==> src/rtl/cpl_pkg.sv <==
// Shared types and constants for the per-FU completion buffer.
//   preg_tag_t  : physical-register tag, $clog2(`PREG_NUMBER) bits
//   CPL_DEPTH   : default number of buffered completions
//   cnt_width() : width of an occupancy counter for a given depth
// `PREG_NUMBER falls back to 64 when the build does not supply it.
`ifndef PREG_NUMBER
`define PREG_NUMBER 64
`endif

package cpl_pkg;

    typedef logic [$clog2(`PREG_NUMBER)-1:0] preg_tag_t;

    localparam int unsigned CPL_DEPTH = 4;

    // Counter must represent 0..depth inclusive.
    function automatic int unsigned cnt_width(input int unsigned depth);
        return $clog2(depth) + 1;
    endfunction

endpackage

==> src/rtl/tag_fifo.sv <==
// Generic show-ahead FIFO: circular storage, wrapping head/tail pointers and a
// separate occupancy counter.
//   clk, reset       : clock, asynchronous active-high reset
//   clear_i          : synchronous empty; wins over push_i/pop_i
//   push_i, wdata_i  : write wdata_i at tail (caller guarantees !full_o)
//   pop_i            : retire the head entry (caller guarantees !empty_o)
//   rdata_o          : entry at head (raw storage, meaningless when empty)
//   count_o, full_o, empty_o : occupancy status from registered state
module tag_fifo
    import cpl_pkg::*;
#(
    parameter int unsigned DEPTH = CPL_DEPTH,
    parameter int unsigned WIDTH = 8
) (
    input  logic                        clk,
    input  logic                        reset,
    input  logic                        clear_i,
    input  logic                        push_i,
    input  logic                        pop_i,
    input  logic [WIDTH-1:0]            wdata_i,
    output logic [WIDTH-1:0]            rdata_o,
    output logic [cnt_width(DEPTH)-1:0] count_o,
    output logic                        full_o,
    output logic                        empty_o
);

    localparam int unsigned PW = $clog2(DEPTH);
    localparam int unsigned CW = cnt_width(DEPTH);

    logic [WIDTH-1:0] mem_q [DEPTH];
    logic [PW-1:0]    head_q, head_d;
    logic [PW-1:0]    tail_q, tail_d;
    logic [CW-1:0]    count_q, count_d;

    always_comb begin
        head_d  = head_q;
        tail_d  = tail_q;
        count_d = count_q;
        if (clear_i) begin
            head_d  = '0;
            tail_d  = '0;
            count_d = '0;
        end else begin
            // DEPTH is a power of two, so pointer overflow is the wrap.
            if (push_i) tail_d = tail_q + PW'(1);
            if (pop_i)  head_d = head_q + PW'(1);
            unique case ({push_i, pop_i})
                2'b10:   count_d = count_q + CW'(1);
                2'b01:   count_d = count_q - CW'(1);
                default: count_d = count_q;
            endcase
        end
    end

    always_ff @(posedge clk or posedge reset) begin
        if (reset) begin
            head_q  <= '0;
            tail_q  <= '0;
            count_q <= '0;
        end else begin
            head_q  <= head_d;
            tail_q  <= tail_d;
            count_q <= count_d;
        end
    end

    // Storage is not reset; contents are only read while count is non-zero.
    always_ff @(posedge clk) begin
        if (push_i && !clear_i) mem_q[tail_q] <= wdata_i;
    end

    assign rdata_o = mem_q[head_q];
    assign count_o = count_q;
    assign full_o  = (count_q == CW'(DEPTH));
    assign empty_o = (count_q == '0);

endmodule

==> src/rtl/fu_complete_buffer.sv <==
// Per-FU completion staging queue in front of the CDB arbiter. Holds completed
// destination tags and presents the oldest to the CDB until it is granted.
//   clk, reset  : clock, asynchronous active-high reset
//   flush_i     : squash all buffered entries (priority over push/pop)
//   valid_i     : FU completes a result this cycle, tag in tag_i
//   ready_o     : a push is accepted this cycle (!full, registered state only)
//   complete_o  : request to CDB; tag_o is the tag presented (0 when idle)
//   grant_i     : CDB accepted this FU's tag; retires the head entry
//   count_o     : number of buffered entries
//   overflow_o  : sticky, set when valid_i arrives while full; cleared by reset
// Optional: define CPL_BYPASS_EN for a zero-latency path from valid_i/tag_i to
// complete_o/tag_o while the buffer is empty.
module fu_complete_buffer
    import cpl_pkg::*;
#(
    parameter int unsigned DEPTH = CPL_DEPTH,
    parameter int unsigned TAG_W = $clog2(`PREG_NUMBER)
) (
    input  logic                        clk,
    input  logic                        reset,
    input  logic                        flush_i,
    input  logic                        valid_i,
    input  logic [TAG_W-1:0]            tag_i,
    output logic                        ready_o,
    output logic                        complete_o,
    output logic [TAG_W-1:0]            tag_o,
    input  logic                        grant_i,
    output logic [cnt_width(DEPTH)-1:0] count_o,
    output logic                        overflow_o
);

    logic             fifo_push;
    logic             fifo_pop;
    logic [TAG_W-1:0] fifo_rdata;
    logic             fifo_full;
    logic             fifo_empty;
    logic             overflow_q, overflow_d;

    tag_fifo #(
        .DEPTH (DEPTH),
        .WIDTH (TAG_W)
    ) u_tag_fifo (
        .clk     (clk),
        .reset   (reset),
        .clear_i (flush_i),
        .push_i  (fifo_push),
        .pop_i   (fifo_pop),
        .wdata_i (tag_i),
        .rdata_o (fifo_rdata),
        .count_o (count_o),
        .full_o  (fifo_full),
        .empty_o (fifo_empty)
    );

    // A same-cycle pop never frees a slot for a push while full.
    assign ready_o = !fifo_full;

`ifdef CPL_BYPASS_EN
    logic bypass;

    assign bypass = fifo_empty && valid_i && !flush_i;

    always_comb begin
        complete_o = !fifo_empty || bypass;
        if (!fifo_empty) begin
            tag_o = fifo_rdata;
        end else if (bypass) begin
            tag_o = tag_i;
        end else begin
            tag_o = '0;
        end
    end

    // A granted bypass tag has already left; it must not also be stored.
    assign fifo_pop  = !fifo_empty && grant_i && !flush_i;
    assign fifo_push = valid_i && ready_o && !flush_i && !(bypass && grant_i);
`else
    always_comb begin
        complete_o = !fifo_empty;
        tag_o      = fifo_empty ? '0 : fifo_rdata;
    end

    assign fifo_pop  = complete_o && grant_i && !flush_i;
    assign fifo_push = valid_i && ready_o && !flush_i;
`endif

    assign overflow_d = overflow_q || (valid_i && !ready_o);

    always_ff @(posedge clk or posedge reset) begin
        if (reset) begin
            overflow_q <= 1'b0;
        end else begin
            overflow_q <= overflow_d;
        end
    end

    assign overflow_o = overflow_q;

endmodule

==> config.mk <==
export PLATFORM = sky130hd
export DESIGN_NAME = fu_complete_buffer
export DESIGN_NICKNAME = d
export VERILOG_FILES = /design/src/rtl/cpl_pkg.sv /design/src/rtl/tag_fifo.sv /design/src/rtl/fu_complete_buffer.sv
export SDC_FILE = /design/constraint.sdc
export NUM_CORES = 1
export LEC_CHECK = 0
export CORE_UTILIZATION = 57
export CTS_CLUSTER_DIAMETER = 200
export DETAILED_ROUTE_END_ITERATION = 10
export PLACE_DENSITY_LB_ADDON = 0.2
export SYNTH_ARGS = -nofsm -noshare
export SYNTH_HDL_FRONTEND = slang
export SYNTH_SLANG_ARGS = --single-unit
==> constraint.sdc <==
create_clock -name clk -period 5.8 [get_ports clk]
set_input_delay 1.74 -clock clk [delete_from_list [all_inputs] [get_ports clk]]
set_output_delay 1.74 -clock clk [all_outputs]
set_load 0.03 [all_outputs]
# Word level (Yosys, flattened, before mapping)
# Memories as Yosys holds them, arrays and structs flattened.
# Cells that the tools add are included.
[totals]
output_inout_bits = 12
wordCells = 35
regBits = 8
memories = 1
rom_bits = 0
ramBits = 24
latch_bits = 0
[memory_table]
columns = ["memory", "words", "word_bits", "read_ports", "rd_clocked_by_memory_dff", "write_ports", "line_no", "source"]
rows = [
  ["u_tag_fifo.mem_q", 4, 6, 1, 0, 1, "tag_fifo.sv:30", "logic [WIDTH-1:0] mem_q [DEPTH];"],
]
[op_classes]
order_cmp = 0
div_mod_pow = 0
multipliers = 0
n_addsub = 4
muxes = 9
n_bitwise = 0
n_shift = 0
n_reduce_logical = 14
n_eq_ne = 3
[op_table]
columns = ["operator", "n"]
rows = [
  ["$mux 2", 4],
  ["$logic_and 1x1->1", 6],
  ["$mux 6", 1],
  ["$pmux 3 s2", 1],
  ["$add 2x1->2 const B", 2],
  ["$reduce_bool 2->1", 2],
  ["$add 3x1->3 const B", 1],
  ["$eq 3x3->1 const B", 1],
  ["$logic_not 1->1", 3],
  ["$logic_not 3->1", 1],
  ["$mux 3", 1],
  ["$reduce_bool 3->1", 1],
  ["$sub 3x1->3 const B", 1],
  ["$eq 2x1->1 const B", 1],
  ["$eq 2x2->1 const B", 1],
  ["$mux 1", 2],
  ["$logic_or 1x1->1", 1],
]

# Logic depth before layout (Yosys ltp)
[depth]
word_depth = 7
ltp_mapped = 9
depth_no_buf = 7

# Modules after synthesis
# A second synthesis with hierarchy kept.
[hier_totals]
hier_cells = 89
hier_area_um2 = 1422.6
[by_module_without_submodules]
columns = ["module", "seq_area_each_um2", "instances", "area_per_inst_um2", "cells_each"]
rows = [
  ["tag_fifo", 895.9, 1, 1321.3, 76],
  ["fu_complete_buffer", 25.0, 1, 101.3, 13],
]

# Worst setup path before layout
# OpenSTA, ideal clock, no wires.
[synth_path]
path_kind = "input-to-reg"
from = "in valid_i"
to = "reg u_tag_fifo.count_q[1], in the netlist u_tag_fifo.count_o[1]"
arrival_time_ns = 3.085
setup_time_ns = 0.125
slack_ns = 2.590
required_ns = 5.675
path_stages = 7
path_cell_list = "buf_4 -> nand2_1 -> nor3b_1 -> fa_1 -> nand2b_1 -> o21ai_0 -> a2111oi_0"
[synth_between]
elab_chain_len = 5
[synth_rtl]
columns = ["item", "line_no", "source"]
rows = [
  ["from (decl)", "fu_complete_buffer.sv:22", "input logic valid_i,"],
  ["$logic_and 1x1->1 * (2 in a row)", "fu_complete_buffer.sv:84", "assign fifo_push = valid_i && ready_o && !flush_i;"],
  ["$eq 2x1->1 / $eq 2x2->1 (equally long branches)", "tag_fifo.sv:47", "unique case ({push_i, pop_i})"],
  ["$pmux 3 s2", "tag_fifo.sv:47", ""],
  ["$mux 3", "tag_fifo.sv:39", "if (clear_i) begin"],
  ["to (signal assigned)", "tag_fifo.sv:63", "count_q <= count_d;"],
  ["to (decl)", "tag_fifo.sv:33", "logic [CW-1:0] count_q, count_d;"],
]
# Mark *: on every way between the ends. The rest lies on a longest branch, timed or not.
# A chain may end at the register's enable or synchronous reset.

# Worst setup path after layout
[layout_path]
from = "reg u_tag_fifo.head_q[0]"
to = "out tag_o[1]"
[layout_between]
elab_chain_len = 2
[layout_rtl]
columns = ["item", "line_no", "source"]
rows = [
  ["from (decl)", "tag_fifo.sv:31", "logic [PW-1:0] head_q, head_d;"],
  ["from (signal assigned)", "tag_fifo.sv:57", "head_q <= '0;"],
  ["from (signal assigned)", "tag_fifo.sv:61", "head_q <= head_d;"],
  ["$mem_v2 4x6", "--", ""],
  ["$mux 6", "fu_complete_buffer.sv:80", "tag_o = fifo_empty ? '0 : fifo_rdata;"],
  ["to (decl)", "fu_complete_buffer.sv:26", "output logic [TAG_W-1:0] tag_o,"],
]
# No other way between the ends.

==> impl_summary.log <==
[metrics] Synth warnings: 0
[metrics] outcome: complete, no violations
[metrics] final number of max-transition violations: 0
[metrics] largest vdd supply drop: 0.000297 V
[metrics] instance count of the mapped netlist: 108
[metrics] via count of the routed design: 923
[metrics] first-iteration detailed-routing DRC count: 23
[metrics] sum of buffers and inverters on the critical path: 1
[metrics] Detailed Route WL: 2640 um
[metrics] fraction of final layout cells sized beyond drive strength 1: 19.2%
[metrics] top-area cell type share of the netlist area: 45.4%
[metrics] maximum number of pins on one net before global-route repair: 17
[metrics] final total negative setup slack: 0 ps
[metrics] arrival time at the worst endpoint: 2320 ps
[metrics] residual DRC count: 0
[metrics] static power due to leakage: 0.661 nW
[metrics] count of nets after finishing: 145
[metrics] Clock Path Buffers: 2
[metrics] async set-reset flop share out of synthesis: 25.0%
[metrics] Setup CP Type: reg -> out
[metrics] top-level port count: 23
[metrics] final setup fails: 0
[metrics] post-synth design cell area: 1590 um^2
[metrics] CP max stage delay: 650 ps
[metrics] clock latency of the later-clocked register in the worst-skew pair: 330 ps
[metrics] required time of the critical path: 4060 ps
[metrics] fmax: 246 MHz
[metrics] antenna diode instance count: 0
[metrics] setup repair after global routing missed its margin: false
[metrics] worst min-delay path category: reg -> reg
[metrics] clock buffer count from CTS: 5
[metrics] remaining global-route overflow: 0
[metrics] startpoint class of the critical path: register
[metrics] Post-DP HPWL: 1800 um
[metrics] standard cell core area: 2540 um^2
[metrics] die area: 3000 um^2
[metrics] post-layout utilization of the core: 71.8%
[metrics] clock transition at the register clock pins on the worst setup and hold paths after CTS: 100 ps
[metrics] number of resized instances in the post-cts repair step: 0
[metrics] ranking of synthesized cells by area: edfxtp_1, dfrtp_1, mux4_2
[metrics] Worst Max-Slew Pin Slew: 484 ps
[metrics] number of hold buffers added after cts: 0
[metrics] biggest area consumer among synthesized cells: edfxtp_1
[metrics] combined global-route utilization of all metal layers: 20.6%
[metrics] headroom to the max-slew limit: 67.6%
[metrics] die boundary height: 54.8 um
[metrics] critical path endpoint category: output port
[metrics] highest fanout seen on the critical path: 8
[metrics] antenna-violating nets left: 0
[metrics] number of antenna violations at the first check in global routing: 0
[metrics] sequential cell area in the final layout: 921 um^2
[metrics] number of enable flip-flop cells after synthesis: 24
[metrics] synthesis-to-finish area growth: 15.1%
[metrics] vias per cell: 5.77
[metrics] average wire per standard cell: 16.5 um
[metrics] main flop type after synthesis: edfxtp_1
[metrics] slowest CP cell: dfrtp_1
[metrics] final count of hold timing violations: 0
[metrics] post-synthesis area per instance: 14.7 um^2
[metrics] effective utilization at floorplan: 62.4%
[metrics] area occupied by multi-input gates: 562 um^2
[metrics] fin crit period: 4060 ps
[metrics] Fin Clk Skew: 9.89 ps
[metrics] drt pass-1 iters: 4
[metrics] most used cells in the layout excluding fill and tap cells: edfxtp_1, clkdlybuf4s50_1, dfrtp_1
[metrics] FF+latch count, synth: 32
[metrics] Setup Fix Bufs, Post-CTS: 0
[metrics] chain of cells forming the critical path: mux4_2, and2_2, clkdlybuf4s50_1
[metrics] Cell Pwr Density: 322 nW/um^2
[metrics] post-route clock period utilization: 69.9%
[metrics] clock sink count: 32
[metrics] number of distinct standard cells referenced by the synthesized netlist: 39
[metrics] CTS tree: done
[metrics] number of fillers in the final layout: 172
[metrics] max-cap check violation count: 0
[metrics] number of nets in the synthesized netlist: 124
[metrics] number of buffer cells added on primary ports: 22
[metrics] number of rows in the core area: 18
[metrics] Placer Congestion: 0.745
[metrics] vias in the first global route: 854
[metrics] sequential-to-total area share from yosys stat: 58.0%
[metrics] global-route wire length before repair: 3900 um
[metrics] Largest delay share family, worst path: flip-flops
[metrics] most frequent standard cell in the layout excluding fill and tap cells: edfxtp_1
[metrics] root cell of the clock tree: clkbuf_4
[metrics] die width: 54.8 um
[metrics] number of levels the H-tree was split into: 2
[flip-flops by register name (all words and copies together), names as in the netlist]
register,flops
u_tag_fifo.mem_q,24
u_tag_fifo.count_o,3
u_tag_fifo.head_q,2
u_tag_fifo.tail_q,2
overflow_o,1
[synth_stat cells, types with 2 or more instances]
cell,n
clkbuf_8,2
mux4_2,6
xor2_1,3
and2_1,4
nand2_1,5
and2_2,6
inv_1,3
nand3b_1,3
edfxtp_1,24
nor3b_1,2
dfrtp_1,8
nor2_1,6
a2111oi_0,2
buf_6,3
a21oi_1,3
o21ai_0,2
ha_1,4
[path summary, 6_finish.rpt]
kind	end	depth (start not counted)	slack [ps]	from
max	tag_o[1]	3	1740	u_tag_fifo.head_q[0]$_DFFE_PP0P_
min	overflow_o$_DFF_PP0_	1	480	overflow_o$_DFF_PP0_
max reg2reg	u_tag_fifo.count_o[1]$_DFFE_PP0P_	7	3290	u_tag_fifo.count_o[0]$_DFFE_PP0P_
min reg2reg	overflow_o$_DFF_PP0_	1	480	overflow_o$_DFF_PP0_
max in group asynchronous	u_tag_fifo.head_q[0]$_DFFE_PP0P_	2	3900	reset
min in group asynchronous	u_tag_fifo.tail_q[0]$_DFFE_PP0P_	2	1650	reset
[worst register-to-register path, cell delays in order, from the launching register on]
cell and delay, ps:
dfrtp_1 520, or3_1 570, nand2_2 150, nor3b_1 80, fa_1 510, nand2b_1 100
o21ai_0 80, a2111oi_0 400
[per-layer routing]
| metal | wire (um) | GRT usage [%] | up-vias | share of wire [%] |
|---|---|---|---|---|
| li1 | - | - | 438 | - |
| met1 | 1160 | 25.4 | 449 | 44 |
| met2 | 1330 | 32.1 | 34 | 50 |
| met3 | 137 | 8.33 | 2 | 5.2 |
| met4 | 15 | 8.12 | 0 | 0.57 |
| met5 | 0 | 0 | - | 0 |
[metrics by stage]
stage | setup WS [ps] | power, mW | hold slack [ps] | instance area (um^2) | cells
after floorplan | 2590 | 0.389 | 538 | 1590 | 108
after global placement | 1800 | 0.427 | 455 | 1750 | 152
after detailed placement | 1720 | 0.432 | 462 | 1750 | 152
after CTS | 1690 | 0.594 | 486 | 1830 | 160
after global routing | 1590 | 0.615 | 512 | 1830 | 160
final | 1740 | 0.589 | 481 | 1830 | 160
[layout make-up]
class / instances / share of cell area, %
well taps: 30 / 2.05
repair buffers: 22 / 12.0
multi-input cells: 65 / 30.7
clock inverters: 2 / 1.92
clock buffers: 6 / 2.26
inverters: 3 / 0.616
flip-flops and latches: 32 / 50.4
[logic make-up after synthesis]
group	count (synthesis)	synth area share, %
compound gates	12	5.04
xor+xnor	4	2.21
fa+ha+maj	5	4.41
buf+inv	11	6.62
flops	32	58.0
mux	7	9.14
simple gates	37	14.6
[power by group]
group          switching, mW  total, mW  internal, mW
clock network         0.0731      0.163        0.0903
registers             0.0185      0.280         0.261
logic                 0.0752      0.146        0.0711
Note: power is estimated with default switching activity, not from simulation.
==> edit 1: new RTL, same flow settings <==
The option `CPL_BYPASS_EN` is turned on by a define.
--- a/src/rtl/fu_complete_buffer.sv
+++ b/src/rtl/fu_complete_buffer.sv
@@ -12,2 +12,4 @@
 // complete_o/tag_o while the buffer is empty.
+`define CPL_BYPASS_EN
+
 module fu_complete_buffer
Check against the original RTL: not equivalent (a bounded check fails within 4 cycles, from zero or initial values and one cycle with reset high).
==> edit 1 against the original RTL <==
  * Count of clock-buffer cells in the layout is the same
  * Worst hold slack worse by 7.7 ps
  * Synthesized cell count unchanged
  * Sequential cell count stayed put
  * Sequential share of layout area rose by 0.56 points
  * Register-to-register slack worse by 230 ps
  * Routed wire length grew 0.95%
  * First-iteration DRC count down 65%
  * Synthesized area is 3.2% lower
  * Setup slack got worse by 1400 ps
  * Design area fell by 1.1%
Power is not compared: it rests on default switching activity, and its combinational part moved more than twofold at a synthesized area within 25%.
==> edit 1: results (changes against the original RTL) <==
INFO  run_status     status=finished clean
INFO  logic_synthesis postSynthNetCount=124 [unchanged]
INFO  timing         final.setup_skew=8.347ps [-1.546 ps]
INFO  setup_path     timing.rr.start=u_tag_fifo.count_o[2]
INFO  route          dr.pass1.iters=4 [unchanged]
INFO  power_and_ir_drop leakagePower=0.0006731uW
INFO  setup_path     critical_path_peak_fanout=8 [unchanged]
INFO  clock_network  clk_pin_slew=100ps [about the same]
INFO  cells_and_area drive_gt1_share=16.67% [-2.6 points]
INFO  grt            first_global_vias=871 [+2.0%]
INFO  timing         worst_slew_margin=44.14% [-23 points]
INFO  grt            globalRouteMet1Util=26.54% [+1.2 points]
INFO  route          route.vias.total=907 [-1.7%]
INFO  grt            grt_util_met3=5.932% [-2.4 points]
INFO  setup_path     critical_path.startpoint=valid_i
INFO  grt            track_usage=22.19% [+1.6 points]
INFO  power_and_ir_drop vdd.ir_drop.worst=0.3022mV
INFO  clock_network  postCtsSetupRepairBufs=0 [unchanged]
INFO  setup_path     crit_arrival=3710ps [+1390 ps]
INFO  cells_and_area diodes=0 [unchanged]
INFO  place          place_congestion=0.6797 [-8.7%]
INFO  cells_and_area n_fill_cell=192 [+12%]
INFO  route          routedWlPerCell=16.46um [-0.30%]
INFO  route          drt-initial-drc-count=8 [-65%]
INFO  grt            global_route.usage.met2=37.65% [+5.5 points]
INFO  setup_path     reg2regPathDepth=8 [+1]
INFO  cells_and_area fin_nets=148 [+2.1%]
INFO  clock_network  cts.root.buffer_cell=sky130_fd_sc_hd__clkbuf_4
INFO  setup_path     r2r_setup_slack=3060ps [-230 ps]
INFO  grt            grt_first_pass_wirelength=4105um [+5.3%]
INFO  logic_synthesis synth_area_leaders=sky130_fd_sc_hd__edfxtp_1 (47%), sky130_fd_sc_hd__dfrtp_1 (13%), sky130_fd_sc_hd__mux4_2 (8.8%)
INFO  timing         setup_slack=352.7ps [-1390 ps]
INFO  grt            grt_start_max_net_pins=11 [-6]
INFO  setup_path     r2r-end=u_tag_fifo.count_o[2]
INFO  grt            antenna_found_initial=0 [unchanged]
INFO  place          preCtsSetupSlack=355.2ps [-1367 ps]
INFO  logic_synthesis synth_async_sr_flop_share=25.00% [unchanged]
INFO  logic_synthesis synth_sequential_area_ratio=59.93% [+1.9 points]
INFO  place          place_hpwl=1929um [+6.9%]
INFO  logic_synthesis yosysUniqueCellTypes=31 [-21%]
INFO  logic_synthesis synth.cells.most_frequent=sky130_fd_sc_hd__edfxtp_1 (24), sky130_fd_sc_hd__nand2_1 (14), sky130_fd_sc_hd__dfrtp_1 (8)
INFO  hold_path      worstHoldPathType=reg2reg
INFO  logic_synthesis synth-warning-count=0 [unchanged]
-- edit 1: cell type report --
type / instances / area (um^2) / share of cell area, %
timing repair buffer: 23 / 227.7 / 12.60
tap: 30 / 37.54 / 2.076
clock buffer: 6 / 41.29 / 2.284
multi-input combinational: 66 / 560.5 / 31.00
inverter: 4 / 15.01 / 0.8305
clock inverter: 1 / 5.005 / 0.2768
sequential: 32 / 920.9 / 50.93
-- edit 1: metrics by stage --
stage / hold slack, ps / std cells / total power (uW) / instance area [um^2]
finish: 473.0 / 162 / 753.2 / 1808
global route: 490.4 / 162 / 791.6 / 1808
CTS: 475.0 / 162 / 758.0 / 1808
detailed placement: 454.2 / 155 / 647.3 / 1762
global placement: 456.9 / 155 / 636.7 / 1762
floorplan: 574.2 / 108 / 542.7 / 1536
-- edit 1: how the worst max path moves through the flow --
stage | end | slack [ps] | cells after the start
finish | tag_o[0] | 350 | 5
global route | tag_o[0] | 270 | 5
detailed placement | tag_o[2] | 360 | 5
CTS | tag_o[2] | 340 | 5
floorplan | tag_o[0] | 1740 | 4
global placement | tag_o[0] | 410 | 5
-- edit 1: cells by family after synthesis --
family / share of synthesized area (%)
mux: 10.42
flops: 59.93
compound gates: 3.910
fa+ha+maj: 4.560
simple gates: 14.66
xor+xnor: 2.932
buf+inv: 3.583
-- edit 1: worst max-delay path, cell delays in order --
cell	delay [ps]
sky130_fd_sc_hd__clkdlybuf4s50_1	520
sky130_fd_sc_hd__nor2b_1	510
sky130_fd_sc_hd__nand3_1	140
sky130_fd_sc_hd__nand2_1	110
sky130_fd_sc_hd__clkdlybuf4s50_1	680
-- edit 1: per-layer routing --
| metal | vias up | routed length (um) |
|---|---|---|
| met5 | - | 0 |
| met2 | 12 | 1379 |
| met1 | 453 | 1158 |
| met4 | 0 | 42 |
| li1 | 435 | - |
| met3 | 7 | 86 |
-- edit 1: power by group through the flow --
stage | Sequential (uW) | Combinational, uW | Clock [uW]
6_report | 305 | 333 | 115
5_1_grt | 309 | 360 | 123
4_1_cts | 306 | 337 | 115
3_5_place_dp | 311 | 337 | 0
2_1_floorplan | 311 | 231 | 0
3_3_place_gp | 308 | 328 | 0
==> edit 2: new RTL, same flow settings <==
Without the edit above. Register the output `count_o`; this adds one clock of latency there. The other outputs are not delayed to match. Comments in the files are not updated.
--- a/src/rtl/fu_complete_buffer.sv
+++ b/src/rtl/fu_complete_buffer.sv
@@ -31,2 +31,4 @@
 
+    logic [cnt_width(DEPTH)-1:0] count_c;
+
     logic             fifo_push;
@@ -49,3 +51,3 @@
         .rdata_o (fifo_rdata),
-        .count_o (count_o),
+        .count_o (count_c),
         .full_o  (fifo_full),
@@ -98,2 +100,6 @@
 
+    always_ff @(posedge clk) begin
+        count_o <= count_c;
+    end
+
 endmodule
Function: changed (a bounded check fails within 4 cycles, from zero or initial values and one cycle with reset high).
==> edit 2 against the original RTL <==
  * Global-route usage fell by 0.51 points
  * Setup slack got worse by 7.0 ps
  * Routed wire length rose by 0.64%
  * Clock skew rose by 1.4 ps
  * Count of clock-buffer cells in the layout rose by 1
  * Design area rose by 2.4%
  * Sequential share of layout area rose by 2.0 points
  * Synthesized area rose by 3.8%
  * Sequential cell count rose by 3
  * Cell count rose by 2.5%
  * Critical path type unchanged
  * Total power fell by 1.4%
==> edit 2: results (changes against the original RTL) <==
INFO  timing         final.setup_skew=11.30ps [+1.409 ps]
INFO  timing         worstMarginPinSlew=482.3ps [-1.960 ps]
INFO  logic_synthesis yosysUniqueCellTypes=40 [+2.6%]
INFO  setup_path     r2r_setup_slack=3220ps [-70 ps]
INFO  route          drt-initial-drc-count=28 [+22%]
INFO  logic_synthesis synth_async_sr_flop_share=22.86% [-2.1 points]
INFO  power_and_ir_drop net-switching-power=167.2uW [+0.29%]
INFO  logic_synthesis synth_area_leaders=sky130_fd_sc_hd__edfxtp_1 (44%), sky130_fd_sc_hd__dfrtp_1 (12%), sky130_fd_sc_hd__mux4_2 (8.2%)
INFO  setup_path     crit_slowest_cell=sky130_fd_sc_hd__dfrtp_1
INFO  route          routedWlPerCell=16.21um [-1.8%]
INFO  place          place_congestion=0.7588 [+1.9%]
INFO  clock_network  worstSkewPairLatency=330ps [about the same]
INFO  grt            track_usage=20.09% [-0.51 points]
INFO  clock_network  cts_inserted_buffers=5 [unchanged]
INFO  place          placedCellCount=156 [+2.6%]
INFO  logic_synthesis postSynthNetCount=127 [+2.4%]
INFO  clock_network  ctsHtreeMaxLevel=2 [unchanged]
INFO  grt            globalRouteMet1Util=24.07% [-1.3 points]
INFO  route          route.vias.total=920 [-0.33%]
INFO  grt            global_route.usage.met2=32.70% [+0.57 points]
INFO  grt            grt_util_met3=6.047% [-2.3 points]
INFO  route          wl=2658um [+0.64%]
INFO  place          place_hpwl=1772um [-1.8%]
INFO  cells_and_area drive_gt1_share=18.05% [-1.2 points]
INFO  timing         hold-worst-slack=477.3ps [-3.429 ps]
INFO  cells_and_area reg.largest.list=u_tag_fifo.mem_q x24, count_o x3, u_tag_fifo.count_o x3
INFO  cells_and_area fin_nets=148 [+2.1%]
INFO  power_and_ir_drop vdd.ir_drop.worst=0.2517mV [-15%]
INFO  run_status     status=finished clean
INFO  logic_synthesis count_of_flip_flops_with_a_built_in_enable_after_synthesis=24 [unchanged]
INFO  logic_synthesis mean_cell_area_of_the_mapped_netlist=14.85um^2 [+0.98%]
INFO  logic_synthesis synth_sequential_area_ratio=59.53% [+1.5 points]
==> edit 2: cell count changes after synthesis <==
| cell | before | now |
|---|---|---|
| sky130_fd_sc_hd__dfxtp_1 | 0 | 3 |
==> edit 2: cell type report <==
cell class                      count  area (um^2)
Clock buffer                        7        55.05
Tap cell                           31        38.79
Multi-Input combinational cell     65        561.8
Timing Repair Buffer               22        220.2
Inverter                            3        11.26
Sequential cell                    35        980.9
Fill cell                         219        885.9
Clock inverter                      1        3.754
==> edit 2: worst max-delay path by stage <==
stage | slack (ps) | to
after detailed placement | 1640 | u_tag_fifo.count_o[1]
after CTS | 1680 | tag_o[1]
after global routing | 1620 | tag_o[3]
after floorplan | 2600 | u_tag_fifo.count_o[1]
final | 1740 | tag_o[3]
after global placement | 1810 | u_tag_fifo.count_o[1]
==> edit 2: cell families (layout without fill, tap and decap cells) <==
logic type	after synthesis	after routing	synth area share, %
compound gates	12	12	4.860
xor+xnor	4	4	2.126
fa+ha+maj	5	5	4.252
buf+inv	11	33	6.378
flops	35	35	59.53
mux	7	7	8.808
simple gates	37	37	14.05
==> edit 2: layer usage <==
layer | part of all wire [%] | wire (um)
met5 | 0 | 0
met4 | 2.1 | 56
met3 | 4.9 | 131
met2 | 52 | 1375
met1 | 41 | 1095
==> edit 2: per-stage QoR <==
stage	instance area [um^2]	setup slack, ps
after detailed placement	1813	1639
after CTS	1872	1680
after global routing	1872	1620
after global placement	1813	1808
after floorplan	1648	2602
final	1872	1736
==> edit 2: worst max-delay path, delay by kind of cell, from the launching register on <==
kind | cells | cell delay, ps
mux | 1 | 560
simple gates | 1 | 200
buf+inv | 1 | 590
flops | 1 | 660
==> edit 2: power groups by stage <==
stage	registers (uW)	logic [uW]	clock network, uW
after floorplan	311	103	0
after CTS	304	148	138
after detailed placement	310	147	0
after global placement	308	143	0
after global routing	306	157	146
final	303	147	131
